[src/rtl/std_dcache_init_ctrl.sv]
// std_dcache_init_ctrl
// Owns the dcache valid/dirty SRAM port while clearing every line after reset,
// after a synchronous clear, or on an init request. Otherwise it passes
// arbiter accesses straight through to the SRAM with zero added latency.
// Optional build macro: DCACHE_INIT_CYCLES_EN adds init_cycles_o, a saturating
// count of all cycles spent walking since the last rst_ni.
module std_dcache_init_ctrl #(
  parameter int unsigned NumWords   = 256,
  parameter int unsigned IndexWidth = 12,
  parameter int unsigned ByteOffset = 4,
  parameter int unsigned SetAssoc   = 8,
  parameter int unsigned VdWidth    = 64
) (
  input  logic                         clk_i,
  input  logic                         rst_ni,
  input  logic                         clr_i,
  input  logic                         init_ni,
  input  logic [SetAssoc-1:0]          arb_req_i,
  input  logic                         arb_we_i,
  input  logic [IndexWidth-1:0]        arb_addr_i,
  input  logic [VdWidth-1:0]           arb_wdata_i,
  input  logic [VdWidth-1:0]           arb_be_i,
  output logic                         arb_gnt_o,
  output logic                         sram_req_o,
  output logic                         sram_we_o,
  output logic [IndexWidth-ByteOffset-1:0] sram_addr_o,
  output logic [VdWidth-1:0]           sram_wdata_o,
  output logic [VdWidth-1:0]           sram_be_o,
`ifdef DCACHE_INIT_CYCLES_EN
  output logic [15:0]                  init_cycles_o,
`endif
  output logic                         busy_o,
  output logic                         init_done_o
);

  localparam int unsigned CntW  = (NumWords > 1) ? $clog2(NumWords) : 1;
  localparam int unsigned AddrW = IndexWidth - ByteOffset;
  localparam logic [CntW-1:0] LastIdx = CntW'(NumWords - 1);

  typedef enum logic {INIT, IDLE} state_e;

  state_e          state_q;
  logic [CntW-1:0] cnt_q;
  logic            init_done_q;

  // Walk sequencing: clear has top priority, the last index either finishes
  // the walk or restarts it when init is still requested.
  always_ff @(posedge clk_i or negedge rst_ni) begin
    if (!rst_ni) begin
      state_q     <= INIT;
      cnt_q       <= '0;
      init_done_q <= 1'b0;
    end else if (clr_i) begin
      state_q     <= INIT;
      cnt_q       <= '0;
      init_done_q <= 1'b0;
    end else begin
      case (state_q)
        INIT: begin
          if (cnt_q == LastIdx) begin
            cnt_q <= '0;
            if (init_ni) begin
              state_q     <= IDLE;
              init_done_q <= 1'b1;
            end
          end else begin
            cnt_q <= cnt_q + 1'b1;
          end
        end
        default: begin
          if (!init_ni) begin
            state_q <= INIT;
            cnt_q   <= '0;
          end
        end
      endcase
    end
  end

  // SRAM port mux: the walker writes zeros over the full line, else the
  // arbiter request goes through untouched.
  always_comb begin
    if (state_q == INIT) begin
      sram_req_o   = 1'b1;
      sram_we_o    = 1'b1;
      sram_addr_o  = AddrW'(cnt_q);
      sram_wdata_o = '0;
      sram_be_o    = '1;
      arb_gnt_o    = 1'b0;
    end else begin
      sram_req_o   = |arb_req_i;
      sram_we_o    = arb_we_i;
      sram_addr_o  = arb_addr_i[IndexWidth-1:ByteOffset];
      sram_wdata_o = arb_wdata_i;
      sram_be_o    = arb_be_i;
      arb_gnt_o    = |arb_req_i;
    end
  end

  assign busy_o      = (state_q == INIT);
  assign init_done_o = init_done_q;

`ifdef DCACHE_INIT_CYCLES_EN
  logic [15:0] init_cycles_q;

  // Lifetime walk-cycle counter; survives clr_i and sticks at all-ones.
  always_ff @(posedge clk_i or negedge rst_ni) begin
    if (!rst_ni) begin
      init_cycles_q <= '0;
    end else if (state_q == INIT && init_cycles_q != 16'hFFFF) begin
      init_cycles_q <= init_cycles_q + 16'd1;
    end
  end

  assign init_cycles_o = init_cycles_q;
`endif

endmodule

[config.mk]
export PLATFORM = sky130hd
export DESIGN_NAME = std_dcache_init_ctrl
export DESIGN_NICKNAME = d
export VERILOG_FILES = /design/src/rtl/std_dcache_init_ctrl.sv
export SDC_FILE = /design/constraint.sdc
export NUM_CORES = 1
export LEC_CHECK = 0
export BUFFER_PORTS_ARGS = -buffer_cell sky130_fd_sc_hd__buf_4
export CORE_AREA = 2 2 115 117
export DETAILED_ROUTE_END_ITERATION = 6
export DIE_AREA = 0 0 117 119
export GPL_TIMING_DRIVEN = 0
export PLACE_DENSITY = 0.57
export SLEW_MARGIN = 40
export SYNTH_ARGS = -nofsm -noshare
export SYNTH_HDL_FRONTEND = slang
export SYNTH_SLANG_ARGS = --single-unit
[constraint.sdc]
create_clock -name clk_i -period 1.65 [get_ports clk_i]
set_clock_uncertainty 0.15 [all_clocks]
set_input_delay 0.4125 -clock clk_i [delete_from_list [all_inputs] [get_ports clk_i]]
set_output_delay 0.4125 -clock clk_i [all_outputs]
set_load 0.03 [all_outputs]
==> flow_metrics.tcl <==
set metrics [dict create \
    multi_input_comb_area_um2 1430 \
    grt_max_degree 11 \
    worst_pin_slew_ns 0.407 \
    start_kind "flop" \
    io_pins 294 \
    setup_ws_ns -0.320 \
    yosys-top-cells-area "nand2b_1, and2_1, dfrtp_1, mux2_2, clkbuf_1" \
    met2WireLength_um 5140 \
    final-seq-area_um2 253 \
    fp.dieH_um 119 \
    fin_util_pct 37.2 \
    synth_area_um2 1490 \
    synth_xor_area_share_pct 2.35 \
    ys_top_cells_by_count "nand2b_1, and2_1, clkbuf_1, dfrtp_1, mux2_2" \
    worstPathCellList "buf_8 -> buf_12 -> mux2_4 -> buf_6" \
    ys_seq_elements 10 \
    path_clk_slew_ns 0.04 \
    synth_nets 365 \
    maxCapViolCount 0 \
    synthAdderAreaFrac_pct 0.838 \
    violations "setup timing" \
    setup_viol 140 \
    synthMuxAreaShare_pct 6.03 \
    min_to "cnt_q[1]$_DFFE_PN0P_" \
    post-place-ws_ns -0.324 \
    ys_types 30 \
    gp_congestion 0.769 \
    fin_nets 672 \
    grtUsageTotal_pct 12.2 \
    grt_pass1_wl_um 13300 \
    vias_per_cell 3.83 \
    cts_tree "yes" \
    n_fill_cell 1328 \
    rsz0062_at_grt "true" \
    firstDrtPassIters 4 \
    power_per_cell_area_nw_per_um2 231 \
    synth_top_family_by_area "simple AND/OR/NAND/NOR gates" \
    syn_inst 211 \
    crit_path_top_delay_cell "dfrtp_2" \
    die-area_um2 13900 \
    wirelength_um 9230 \
    min_path_cells 2 \
    clk-insertion-delay-late_ns 0.24 \
    path_buf_inv 3 \
    drc 0 \
    synth_edf_count 0 \
    wl_met1_um 2700 \
    die_w_um 117 \
    r2r-start "cnt_q[1]$_DFFE_PN0P_" \
    via_count 2650 \
    synth_top_cell_area_share_pct 28.1 \
    num_antenna_cells 0 \
    synth_area_leader_cell "nand2b_1" \
    hold_viol_final 0 \
    antenna_found_initial 0 \
    postRouteAntennaNets 0 \
    fin_crit_ns 1.97 \
    dp_hpwl_um 7490 \
    slew_headroom_pct 72.6 \
    fp-row-count 42 \
    grt_overflow 0 \
    syn_area_per_cell_um2 7.08 \
    worst_setup_path_end_kind "output port" \
    synth_most_common_cell "nand2b_1" \
    ctsLongestPathBuffers 2 \
    crit_arrival_ns 1.41 \
    coreArea_um2 12900 \
    highest_layer "met4" \
    clock-sinks 10 \
    yosysWarningCount 0 \
    crit_required_ns 1.09 \
    slowest_delay_ns 0.43 \
    cts_max_level 1 \
    syn_to_final_growth_pct 221 \
    power_w 0.00111 \
    ir_drop_mv 0.147 \
    leakage_nw 2.35 \
    post_drt_wl_per_cell_um 13.3 \
    finalCritPeriodShare_pct 119 \
    io_buffers 288 \
    cts_root_buffer "clkbuf_16" \
    wl_met3_um 1190 \
    async_flop_share_pct 100 \
    slew_viol_final 0 \
    worstPathMaxFanout 7 \
    cts_made_buffers 3 \
    start_util_pct 11.6 \
    reg2reg_slack_ns 0.09 \
    ys_seq_area_share_pct 16.8 \
    min_from "clr_i" \
    status "finished with violations" \
    r2r_end "cnt_q[7]$_DFFE_PN0P_" \
    first_global_vias 2882 \
    ys.flop_type "dfrtp_1" \
    critPathTopFamily "flip-flops" \
    drive_gt1_share_pct 75.4 \
    hold_class "input pin to flop" \
    synth_compound_area_share_pct 4.77 \
    drtIter0Drc 45 \
    max_freq_mhz 508 \
    synthSimpleGateAreaFrac_pct 64.4 \
    ff2ff_path_depth 5 \
    path_class "flop to output port" \
]
==> through the flow <==
step | TNS (ns) | instances | hold slack (ns) | instance area [µm²]
final | -30.28 | 692 | 0.249 | 4800
after global routing | -36.83 | 692 | 0.277 | 4800
after CTS | -33.59 | 690 | 0.252 | 4660
after detailed placement | -22.79 | 675 | 0.105 | 3940
after global placement | -19.27 | 675 | 0.100 | 3940
after floorplan | -0.0709 | 211 | -0.0331 | 1560
==> routing by layer <==
metal	vias to the layer above	GRT usage (%)
li1	1271	-
met2	184	25.5
met5	-	0
met1	1184	10.2
met4	0	4.12
met3	11	3.97
==> cell families (layout without fill, tap and decap cells) <==
logic type                 Yosys count  after routing
AOI/OAI and AO/OA                   11             11
xor gates and xnor gates             4              4
adders and majority gates            1              1
buffers and inverters               18            323
DFF                                 10             10
muxes                                8              8
and+or+nand+nor                    159            159
==> power by group <==
| group | leakage [nW] | internal [W] | total [W] | switching [W] |
|---|---|---|---|---|
| registers | 0.134 | 0.000257 | 0.000273 | 0.0000159 |
| clock network | 0.0370 | 0.000315 | 0.000431 | 0.000117 |
| logic | 2.18 | 0.000298 | 0.000404 | 0.000106 |
==> cell type report <==
class                           instances  area share [%]
Timing Repair Buffer                  302            54.2
Inverter                                1           0.157
Multi-Input combinational cell        183            29.7
Clock buffer                            3            1.57
Buffer                                 17            4.46
Sequential cell                        10            5.27
Tap cell                              176            4.59
==> timing repair <==
item | in CTS | in global routing
hold buffers | 1 | 0
endpoints found under the setup margin | 146 | 145
gates resized for setup | 142 | 46
cloned | 4 | 1
hold endpoints to repair | 10 | 0
pin swaps | 0 | 2
buffers inserted | 7 | 1
==> worst max path at each step <==
| stage | from | endpoint | depth (start not counted) |
|---|---|---|---|
| 5_1_grt | state_q$_DFF_PN0_ | sram_addr_o[3] | 4 |
| 4_1_cts | state_q$_DFF_PN0_ | sram_addr_o[3] | 4 |
| 2_1_floorplan | state_q$_DFF_PN0_ | arb_gnt_o | 4 |
| 6_report | state_q$_DFF_PN0_ | sram_addr_o[3] | 4 |
| 3_3_place_gp | state_q$_DFF_PN0_ | sram_wdata_o[61] | 4 |
| 3_5_place_dp | state_q$_DFF_PN0_ | sram_wdata_o[61] | 4 |
==> placed cells by master, fill, tap and decap left out, drive strengths merged <==
cell | netlist | routed
mux2 | 8 | 8
o31a | 1 | 1
or3 | 2 | 2
nand2b | 67 | 67
nor2 | 6 | 6
o21ai | 2 | 2
buf | 3 | 308
and2 | 64 | 64
nand2 | 7 | 7
a22o | 1 | 1
nor3 | 2 | 2
dlygate4sd3 | 0 | 1
nand3b | 1 | 1
dfrtp | 10 | 10
and3b | 1 | 1
a21oi | 4 | 4
nand3 | 5 | 5
o41ai | 1 | 1
nor4 | 2 | 2
a31oi | 1 | 1
clkinvlp | 0 | 1
clkbuf | 14 | 13
nand4 | 1 | 1
xor2 | 3 | 3
nor3b | 1 | 1
o2bb2ai | 1 | 1
xnor2 | 1 | 1
ha | 1 | 1
==> flip-flops by register name (all words and copies together) (netlist names) <==
name,flops
state_q,1
init_done_o,1
cnt_q,8
Note: power is estimated with default switching activity, not from simulation.
